[src/rtl/mem_arb_pkg.sv]
// mem_arb_pkg: shared state type, default widths and timeout read value for mem_arbiter
package mem_arb_pkg;
  typedef enum logic {ARB_IDLE, ARB_BUSY} arb_state_e;
  localparam int DEF_ADDR_W = 8;
  localparam int DEF_DATA_W = 8;
  localparam logic [63:0] TMO_RDATA = '1;
endpackage

[src/rtl/mem_arbiter_if.sv]
// mem_arbiter_if: requester-side and memory-side buses of mem_arbiter
interface mem_arbiter_if import mem_arb_pkg::*; #(
  parameter int N_REQ = 2,
  parameter int ADDR_W = DEF_ADDR_W,
  parameter int DATA_W = DEF_DATA_W
);
  logic [N_REQ-1:0] req, we, ready, gnt;
  logic [N_REQ*ADDR_W-1:0] addr;
  logic [N_REQ*DATA_W-1:0] wdata;
  logic [DATA_W-1:0] rdata, mem_wdata, mem_rdata;
  logic [ADDR_W-1:0] mem_addr;
  logic mem_req, mem_we, mem_ready, busy, err;
  modport slave (
    input req, we, addr, wdata, mem_ready, mem_rdata,
    output ready, rdata, mem_req, mem_we, mem_addr, mem_wdata, gnt, busy, err
  );
  modport master (
    output req, we, addr, wdata, mem_ready, mem_rdata,
    input ready, rdata, mem_req, mem_we, mem_addr, mem_wdata, gnt, busy, err
  );
endinterface

[src/rtl/mem_arb_rr_pick.sv]
// mem_arb_rr_pick: combinational round-robin picker searching from last+1
module mem_arb_rr_pick #(
  parameter int N_REQ = 2,
  localparam int IW = $clog2(N_REQ)
) (
  input  logic [N_REQ-1:0] req,
  input  logic [IW-1:0]    last,
  output logic [N_REQ-1:0] win,
  output logic [IW-1:0]    win_idx,
  output logic             any
);
  // scan from farthest to nearest so the first requester after last wins
  always_comb begin
    win_idx = '0;
    for (int k = N_REQ; k >= 1; k--)
      if (req[(int'(last) + k) % N_REQ]) win_idx = IW'((int'(last) + k) % N_REQ);
  end
  assign any = |req;
  assign win = any ? N_REQ'(1) << win_idx : '0;
endmodule

[src/rtl/mem_arbiter.sv]
// mem_arbiter: round-robin sharing of one memory port; MEM_ARB_TIMEOUT_EN adds a BUSY watchdog with sticky err
module mem_arbiter import mem_arb_pkg::*; #(
  parameter int N_REQ = 2,
  parameter int ADDR_W = DEF_ADDR_W,
  parameter int DATA_W = DEF_DATA_W,
  parameter int TIMEOUT = 255
) (
  input logic clk,
  input logic rst,
  mem_arbiter_if.slave bus
);
  localparam int IW = $clog2(N_REQ);
  arb_state_e state;
  logic [IW-1:0] last, g, win_idx;
  logic [N_REQ-1:0] win;
  logic any, tmo, done;
  mem_arb_rr_pick #(.N_REQ(N_REQ)) u_pick (
    .req(bus.req),
    .last(last),
    .win(win),
    .win_idx(win_idx),
    .any(any)
  );
`ifdef MEM_ARB_TIMEOUT_EN
  localparam int CW = $clog2(TIMEOUT + 1) > 8 ? $clog2(TIMEOUT + 1) : 8;
  logic [CW-1:0] cnt;
  logic err_q;
  assign tmo = state == ARB_BUSY && !bus.mem_ready && cnt == CW'(TIMEOUT);
  // count BUSY cycles from zero at entry and latch a sticky error on forced completion
  always_ff @(posedge clk or posedge rst)
    if (rst) begin
      cnt <= '0;
      err_q <= 1'b0;
    end else begin
      cnt <= state == ARB_BUSY ? cnt + 1'b1 : '0;
      err_q <= err_q | tmo;
    end
  assign bus.err = err_q;
`else
  localparam int unused_timeout = TIMEOUT;
  assign tmo = 1'b0;
  assign bus.err = 1'b0;
`endif
  assign done = state == ARB_BUSY && (bus.mem_ready || tmo);
  assign bus.ready = done ? bus.gnt : '0;
  assign bus.rdata = done ? (tmo ? DATA_W'(TMO_RDATA) : bus.mem_rdata) : '0;
  // grant from IDLE, latch the winner's command, hold it until completion
  always_ff @(posedge clk or posedge rst)
    if (rst) begin
      state <= ARB_IDLE;
      last <= IW'(N_REQ - 1);
      g <= '0;
      bus.gnt <= '0;
      bus.mem_req <= 1'b0;
      bus.mem_we <= 1'b0;
      bus.mem_addr <= '0;
      bus.mem_wdata <= '0;
      bus.busy <= 1'b0;
    end else if (state == ARB_IDLE) begin
      if (any) begin
        state <= ARB_BUSY;
        g <= win_idx;
        bus.gnt <= win;
        bus.mem_req <= 1'b1;
        bus.mem_we <= bus.we[win_idx];
        bus.mem_addr <= bus.addr[win_idx*ADDR_W +: ADDR_W];
        bus.mem_wdata <= bus.wdata[win_idx*DATA_W +: DATA_W];
        bus.busy <= 1'b1;
      end
    end else if (done) begin
      state <= ARB_IDLE;
      last <= g;
      bus.gnt <= '0;
      bus.mem_req <= 1'b0;
      bus.busy <= 1'b0;
    end
endmodule

[src/flat_wrapper.sv]
// flat-port wrapper written by rule: the top's interface ports become plain ports
module mem_arbiter_flat import mem_arb_pkg::*;
#(
  parameter int N_REQ = 2,
  parameter int ADDR_W = DEF_ADDR_W,
  parameter int DATA_W = DEF_DATA_W,
  parameter int TIMEOUT = 255
)
  (clk, rst, bus_req, bus_we, bus_addr, bus_wdata, bus_mem_ready, bus_mem_rdata, bus_ready, bus_rdata, bus_mem_req, bus_mem_we, bus_mem_addr, bus_mem_wdata, bus_gnt, bus_busy, bus_err);
  mem_arbiter_if #(.N_REQ(N_REQ), .ADDR_W(ADDR_W), .DATA_W(DATA_W)) bus_i ();
  input logic clk;
  input logic rst;
  input wire logic [$bits(bus_i.req)-1:0] bus_req;
  input wire logic [$bits(bus_i.we)-1:0] bus_we;
  input wire logic [$bits(bus_i.addr)-1:0] bus_addr;
  input wire logic [$bits(bus_i.wdata)-1:0] bus_wdata;
  input wire logic [$bits(bus_i.mem_ready)-1:0] bus_mem_ready;
  input wire logic [$bits(bus_i.mem_rdata)-1:0] bus_mem_rdata;
  output wire logic [$bits(bus_i.ready)-1:0] bus_ready;
  output wire logic [$bits(bus_i.rdata)-1:0] bus_rdata;
  output wire logic [$bits(bus_i.mem_req)-1:0] bus_mem_req;
  output wire logic [$bits(bus_i.mem_we)-1:0] bus_mem_we;
  output wire logic [$bits(bus_i.mem_addr)-1:0] bus_mem_addr;
  output wire logic [$bits(bus_i.mem_wdata)-1:0] bus_mem_wdata;
  output wire logic [$bits(bus_i.gnt)-1:0] bus_gnt;
  output wire logic [$bits(bus_i.busy)-1:0] bus_busy;
  output wire logic [$bits(bus_i.err)-1:0] bus_err;
  assign bus_i.req = bus_req;
  assign bus_i.we = bus_we;
  assign bus_i.addr = bus_addr;
  assign bus_i.wdata = bus_wdata;
  assign bus_i.mem_ready = bus_mem_ready;
  assign bus_i.mem_rdata = bus_mem_rdata;
  assign bus_ready = bus_i.ready;
  assign bus_rdata = bus_i.rdata;
  assign bus_mem_req = bus_i.mem_req;
  assign bus_mem_we = bus_i.mem_we;
  assign bus_mem_addr = bus_i.mem_addr;
  assign bus_mem_wdata = bus_i.mem_wdata;
  assign bus_gnt = bus_i.gnt;
  assign bus_busy = bus_i.busy;
  assign bus_err = bus_i.err;
  mem_arbiter #(.N_REQ(N_REQ), .ADDR_W(ADDR_W), .DATA_W(DATA_W), .TIMEOUT(TIMEOUT)) u_core (.clk(clk), .rst(rst), .bus(bus_i));
endmodule
[config.mk]
export PLATFORM = sky130hd
export DESIGN_NAME = mem_arbiter_flat
export DESIGN_NICKNAME = d
export VERILOG_FILES = /design/src/rtl/mem_arb_pkg.sv /design/src/rtl/mem_arbiter_if.sv /design/src/rtl/mem_arb_rr_pick.sv /design/src/rtl/mem_arbiter.sv /design/src/flat_wrapper.sv
export SDC_FILE = /design/constraint.sdc
export NUM_CORES = 1
export LEC_CHECK = 0
export BUFFER_PORTS_ARGS = -buffer_cell sky130_fd_sc_hd__buf_2
export CAP_MARGIN = 0
export CORE_MARGIN = 5
export CORE_UTILIZATION = 43
export CTS_CLUSTER_DIAMETER = 30
export DETAILED_ROUTE_END_ITERATION = 6
export PLACE_DENSITY = 0.88
export SETUP_SLACK_MARGIN = 0.2
export SYNTH_ARGS = -nofsm -noshare
export SYNTH_HDL_FRONTEND = slang
export SYNTH_SLANG_ARGS = --single-unit
export TNS_END_PERCENT = 1
[constraint.sdc]
create_clock -name clk -period 2.3 [get_ports clk]
set_clock_uncertainty 0.1 [all_clocks]
set_input_delay 0 -clock clk [delete_from_list [all_inputs] [get_ports clk]]
set_output_delay 0 -clock clk [all_outputs]
set_load 0.02 [all_outputs]
==> results.tsv, run 1 <==
stage	metric	value	unit
timing	Hold Vio Cnt, Final	0	
final_layout	count of filler cells inserted in the layout	172	
placed_design	placed cell count	200	
yosys	Syn Nets	147	
timing	final number of max-transition violations	0	
worst_setup_path	critical path data arrival time	2.00	ns
worst_setup_path	end of the worst register-to-register path	u_core.bus.mem_wdata[3]	
global_routing	met1 track demand over resource in global routing	24.5	%
clock_network	CTS tree	yes	
pwr	net switching power	705	uW
clock_network	number of clock sinks seen by CTS	23	
yosys	fraction of registers with async set/reset	100	%
placed_design	detailed placement HPWL	2.49	mm
yosys	main flop type after synthesis	dfrtp_1	
worst_setup_path	register-to-register setup slack	0.40	ns
pwr	total power density per cell area	935	nW/um2
route	total iterations of the first detailed-routing run	4	
clock_network	CTS Root Buffer Type	clkbuf_4	
placed_design	number of buffers inserted by port buffering	77	
floorplanning	Boundary Pins	79	
route	drt initial violations	54	
timing	Final min period	1.90	ns
global_routing	number of global-route vias before repair	1197	
yosys	Syn Inst Count	100	
yosys	count of synthesis-stage warnings from yosys	0	
timing	max frequency	527	MHz
pwr	net switching share of the total power	40.5	%
worst_setup_path	highest cell delay on the worst timing path	0.55	ns
yosys	sequential cell area fraction in the yosys report	53.4	%
global_routing	pin count of the biggest net entering global routing	24	
floorplanning	placeable core area	2430	um2
global_routing	met3 Usage GRT	3.67	%
timing	worst slew slack as a fraction of its limit	43.6	%
timing	endpoints failing setup	0	
worst_hold_path	classification of the worst-slack hold path	in -> reg	
worst_setup_path	cell occurring most often along the worst timing path	a21oi_1	
final_layout	final non-filler cell total	240	
clock_network	number of buffers inserted to repair setup after CTS	0	
route	total detailed-routing wirelength	3.68	mm
final_layout	post-layout instance area	1860	um2
pwr	maximum VDD drop	0.707	mV
worst_setup_path	worst setup path endpoint	u_core.bus.mem_wdata[3]	
worst_setup_path	crit path from	u_core.state	
final_layout	post-layout net count	258	
timing	Post-Route Setup TNS	0	ns
route	residual DRC count	0	
timing	unrepaired setup endpoints after global routing	no	
placed_design	final weighted congestion in routability-driven placement	0.803	
floorplanning	placement row count	18	
floorplanning	die area	3610	um2
pwr	sequential share of power	38.9	%
outcome	outcome	completed	
yosys	xor and xnor area share after synthesis	0	%
worst_setup_path	Worst Setup Start Kind	flop	
route	drt via density	5.04	
pwr	power consumption	1740	uW
yosys	largest cells by area after synthesis	dfrtp_1 (51%), a221o_1 (12%), and2_1 (7.5%), and3_1 (5.8%), a21oi_1 (3.7%)	
yosys	number of enable flip-flop cells after synthesis	0	
worst_setup_path	startpoint of the lowest-slack register-to-register path	u_core.state	
route	average wire length per cell after detail routing	15.3	um
global_routing	first-pass GRT wire length	5.70	mm
clock_network	clock slew at the register clock pins of the worst setup and hold paths	0.13	ns
yosys	post-synthesis cell type with the largest combined area	dfrtp_1	
placed_design	Placed Instance Area	1470	um2
yosys	mux share of post-synthesis cell area	1.04	%
worst_setup_path	required arrival time at the worst endpoint	2.41	ns
worst_setup_path	cell-by-cell listing of the critical path	o21bai_2 > a21oi_1 > a21oi_1 > dlygate4sd3_1	
timing	ratio of final minimum period to clock period	82.4	%
global_routing	met2 usage	40.4	%
route	Routed Antenna Nets	0	
yosys	adder-cell area share of the yosys netlist	0	%
yosys	#FFs+latches synth	23	
global_routing	total overflow reported by the global router	0	
global_routing	number of antenna violations at the first check in global routing	0	
clock_network	Num CTS Buffers	3	
floorplanning	die extent in y	60.1	um
floorplanning	initial standard-cell utilization of the core	44.4	%
route	number of vias after detailed routing	1210	
yosys	compound-cell area share of the yosys netlist	22.1	%
final_layout	area added between synthesis and finish	72.1	%
global_routing	GRT busiest layer	met2	
yosys	Synth top area share	51.0	%
worst_setup_path	Setup Crit Path Kind	reg -> reg	
pwr	leakage power	0.000988	uW
global_routing	GRT Total Usage	21.6	%
yosys	mean instance size in the synthesized netlist	10.8	um2
clock_network	number of levels in the clock H-tree	1	
yosys	post-synth cell types	22	
final_layout	Ant. Diodes	0	
pwr	clock share of power	10.8	%
worst_setup_path	sort of element at the end of the critical path	flop	
pwr	Cell Int Power	1030	uW
final_layout	fraction of final layout cells with drive strength greater than 1	43.8	%
worst_setup_path	Critical Path Slowest Stage Cell	dlygate4sd3_1	
timing	transition at the pin with the smallest max-transition slack	0.845	ns
yosys	Synth Area in Simple Gates	18.3	%
clock_network	Clock Latency Late Sink	0.31	ns
flow_run	number of max-cap violations	0	
worst_setup_path	critical path peak fanout	15	
clock_network	clock buffer depth	2	
worst_setup_path	Register-to-Register Path Depth	4	
pwr	share of total power in combinational logic	50.3	%
yosys	total standard cell area after synthesis	1080	um2
floorplanning	die width	60.1	um
final_layout	Core Util, Final	76.4	%
yosys	main combinational cell family by area after synthesis	compound AO/OA/AOI/OAI gates	
==> Yosys cell counts, types with 2 or more instances <==
library cell / instances
a21oi_1: 8
a221o_1: 13
a31o_2: 2
and2_1: 13
and3_1: 10
buf_2: 2
buf_4: 3
clkbuf_1: 3
dfrtp_1: 22
inv_1: 2
nand2_1: 7
nor2_1: 4
nor2_2: 2
==> stage by stage <==
step	hold slack, ns	setup WS (ns)
floorplan	-0.0988	0.842
global placement	0.0919	0.569
detailed placement	0.118	0.445
CTS	0.258	0.337
global route	0.201	0.290
finish	0.173	0.404
==> area by class of cell <==
type                       count  area, um2  share of cell area, %
clock buffer                   3       22.5                   1.21
clock inverter                 1       5.00                  0.269
inverter                       2       7.51                  0.404
multi-input combinational     67        455                   24.5
sequential                    23        577                   31.0
tap                           30       37.5                   2.02
timing repair buffer         114        753                   40.5
==> worst min-delay path by stage <==
stage                                          to  depth (start not counted)  slack, ns              from
after floorplan                 u_core.bus.gnt[0]                          1       -0.1               rst
after global placement    u_core.bus.mem_wdata[7]                          2       0.09               rst
after detailed placement  u_core.bus.mem_wdata[7]                          2       0.12               rst
after CTS                            bus_rdata[7]                          3       0.26  bus_mem_rdata[7]
after global routing           u_core.bus.mem_req                          4       0.20        bus_req[1]
final                          u_core.bus.mem_req                          4       0.17        bus_req[1]
==> registers in the layout, summed over array words and instances (netlist names) <==
signal                cells
u_core.bus.gnt            2
u_core.bus.mem_we         1
u_core.g                  1
u_core.last               1
u_core.bus.mem_addr       8
u_core.bus.mem_req        1
u_core.bus.mem_wdata      8
u_core.state              1
==> power groups by stage <==
stage | combinational [uW] | clock [uW] | sequential, uW
after floorplan | 349 | 0 | 846
after detailed placement | 789 | 0 | 680
after CTS | 874 | 192 | 673
after global placement | 765 | 0 | 673
after global routing | 946 | 210 | 696
final | 874 | 188 | 676
==> logic make-up after synthesis <==
family                 count (synthesis)
and+or+nand+nor                       36
AOI/OAI and AO/OA                     29
DFF                                   23
buffers and inverters                 10
muxes                                  1
other                                  1
==> worst max-delay path, delay by kind of cell, from the launching register on <==
family / cells / cell delay [ns]
AO/OA/AOI/OAI: 3 / 0.60
buffers and inverters: 1 / 0.55
flip-flops: 1 / 0.54
==> placed cells by master, fill, tap and decap left out, types with 2 or more instances in the layout <==
cell,count
a21oi_1,8
a221o_1,13
a31o_2,2
and2_1,13
and3_1,10
buf_2,77
clkbuf_4,3
dfrtp_1,22
dlygate4sd3_1,36
inv_1,2
nand2_1,7
nor2_1,4
nor2_2,2
==> repair_timing <==
action / 4_1_cts / 5_1_grt
hold buffers: 36 / 0
resized for setup: 0 / 1
endpoints found under the setup margin: 0 / 3
endpoints found under the hold margin: 40 / 0
==> layer usage <==
layer  routed length [um]  vias to the layer above  share of wire (%)
li1                     -                      581                  -
met1                 1380                      573                 38
met2                 1970                       52                 54
met3                  292                        4                7.9
met4                   33                        0               0.90
met5                    0                        -                  0
Power figures use the tool's default switching activity.
==> run 2: changes to the inputs <==
Settings changed: CORE_UTILIZATION 43 to 36, PLACE_DENSITY 0.88 to 0.79.
Clock period 2.3 ns to 1.7 ns, I/O delays scaled along.
==> run 2 against run 1 <==
Effect of this change:
- wire length rose by 10%
- clock power grew 36%
- critical endpoint is now u_core.bus.mem_addr[2]
- cell count is 1.7% higher
- non-clock buffer count rose by 3
- design area grew 2.8%
- critical path depth unchanged
- power rose by 36%
- sequential share of layout area decreased by 0.83 points
- clock-buffer cell count did not move
- utilization decreased by 8.3 points
- register-to-register slack worse by 0.14 ns
==> results.tsv, run 2 (synthesis gave the netlist of run 1 again) <==
stage	metric	value	unit
worst_setup_path	critical path data arrival time	1.55	ns
final_layout	fraction of final layout cells with drive strength greater than 1	44.6	%
final_layout	post-layout instance area	1910	um2
timing	Hold Vio Cnt, Final	0	
worst_setup_path	required arrival time at the worst endpoint	1.81	ns
route	average wire length per cell after detail routing	16.6	um
outcome	outcome	completed	
route	drt initial violations	90	
timing	endpoints failing setup	0	
route	number of vias after detailed routing	1248	
clock_network	clock slew at the register clock pins of the worst setup and hold paths	0.13	ns
worst_setup_path	Setup Crit Path Kind	reg -> reg	
global_routing	number of global-route vias before repair	1375	
floorplanning	placement row count	19	
clock_network	number of levels in the clock H-tree	1	
route	Routed Antenna Nets	0	
clock_network	Clock Latency Late Sink	0.31	ns
timing	final number of max-transition violations	0	
clock_network	clock buffer depth	2	
pwr	maximum VDD drop	0.837	mV
timing	unrepaired setup endpoints after global routing	no	
global_routing	GRT Total Usage	20.0	%
route	drt via density	5.11	
worst_setup_path	Worst Setup Start Kind	flop	
pwr	total power density per cell area	1240	nW/um2
timing	Hold Worst Slack	0.106	ns
final_layout	post-layout net count	261	
route	total detailed-routing wirelength	4.05	mm
floorplanning	die extent in y	64.8	um
clock_network	Num CTS Buffers	3	
route	residual DRC count	0	
route	total iterations of the first detailed-routing run	4	
floorplanning	Boundary Pins	79	
worst_setup_path	sort of element at the end of the critical path	flop	
flow_run	number of max-cap violations	0	
final_layout	area added between synthesis and finish	76.8	%
global_routing	pin count of the biggest net entering global routing	17	
final_layout	final non-filler cell total	244	
timing	max frequency	696	MHz
placed_design	Placed Instance Area	1490	um2
timing	ratio of final minimum period to clock period	84.6	%
final_layout	most common cell after layout, fill and taps aside	buf_2	
global_routing	met1 track demand over resource in global routing	22.3	%
final_layout	registers with the most flip-flops	u_core.bus.mem_addr x8, u_core.bus.mem_wdata x8, u_core.bus.gnt x2	
placed_design	placed cell count	204	
clock_network	CTS tree	yes	
timing	Final min period	1.44	ns
pwr	leakage power	0.00101	uW
global_routing	GRT busiest layer	met2	
global_routing	total overflow reported by the global router	0	
final_layout	Ant. Diodes	0	
clock_network	number of buffers inserted to repair setup after CTS	0	
placed_design	number of buffers inserted by port buffering	77	
placed_design	detailed placement HPWL	2.57	mm
global_routing	met3 Usage GRT	3.97	%
final_layout	commonest cells after routing, fill and taps aside	buf_2 (77), dlygate4sd3_1 (36), dfrtp_1 (22)	
global_routing	met2 usage	36.7	%
floorplanning	placeable core area	2810	um2
global_routing	number of antenna violations at the first check in global routing	0	
worst_setup_path	critical path peak fanout	14	
global_routing	first-pass GRT wire length	6.55	mm
floorplanning	die width	64.8	um
placed_design	final weighted congestion in routability-driven placement	0.680	
floorplanning	die area	4190	um2
timing	Post-Route Setup TNS	0	ns
floorplanning	initial standard-cell utilization of the core	38.5	%
timing	worst slew slack as a fraction of its limit	60.3	%
clock_network	CTS Root Buffer Type	clkbuf_4	
worst_hold_path	classification of the worst-slack hold path	in -> reg	
timing	transition at the pin with the smallest max-transition slack	0.595	ns
clock_network	number of clock sinks seen by CTS	23	
-- run 2: cell count changes in the layout (fill, tap and decap cells not counted) --
cell and delta:
a21bo_4 +1, buf_4 +2, a21bo_2 -1, o21bai_2 -1, nor2_4 +2, buf_6 +1, o21bai_4 +1, nor2_2 -2
-- run 2: routing by layer --
metal | vias to the layer above | routed length (um)
met2 | 58 | 2180
met3 | 12 | 246
met5 | - | 0
met4 | 0 | 119
li1 | 586 | -
met1 | 592 | 1510
-- run 2: final cells by class --
| type | count | area, um2 |
|---|---|---|
| timing repair buffer | 117 | 779 |
| clock inverter | 1 | 5.00 |
| fill | 193 | 896 |
| sequential | 23 | 577 |
| tap | 31 | 38.8 |
| multi-input combinational | 67 | 479 |
| inverter | 2 | 7.51 |
| clock buffer | 3 | 22.5 |
-- run 2: path summary, 6_finish.rpt --
check | startpoint | to | slack [ns] | depth (start not counted)
setup / recovery | u_core.state | u_core.bus.mem_addr[2] | 0.26 | 4
hold / removal | bus_req[1] | u_core.bus.mem_req | 0.11 | 4
setup reg to reg | u_core.state | u_core.bus.mem_addr[2] | 0.26 | 4
hold reg to reg | u_core.g | u_core.g | 0.42 | 1
max in group asynchronous | rst | u_core.bus.mem_addr[4] | 0.77 | 4
min in group asynchronous | rst | u_core.bus.mem_addr[1] | 0.19 | 3
-- run 2: power by group --
part	internal, uW	switching [uW]	leakage (uW)
registers	776	136	0.000273
clock network	88.0	167	0.0000177
logic	524	679	0.000720
-- run 2: through the flow --
stage	setup slack, ns	total power (uW)	utilization (%)
floorplan	0.242	1620	-
global placement	0.229	1970	53.1
detailed placement	0.160	2010	53.1
CTS	0.208	2340	67.4
global route	0.211	2520	68.1
finish	0.262	2370	68.1
-- run 2: worst max-delay path, stage by stage (launching register included) --
cell and delay [ns]:
dfrtp_1 0.43, o21bai_4 0.22, buf_6 0.16, and2_1 0.16, a221o_1 0.26
-- run 2: what timing repair did --
action / 4_1_cts / 5_1_grt
gates resized for setup: 3 / 3
hold buffers: 36 / 0
setup endpoints to repair: 13 / 9
endpoints found under the hold margin: 32 / 0
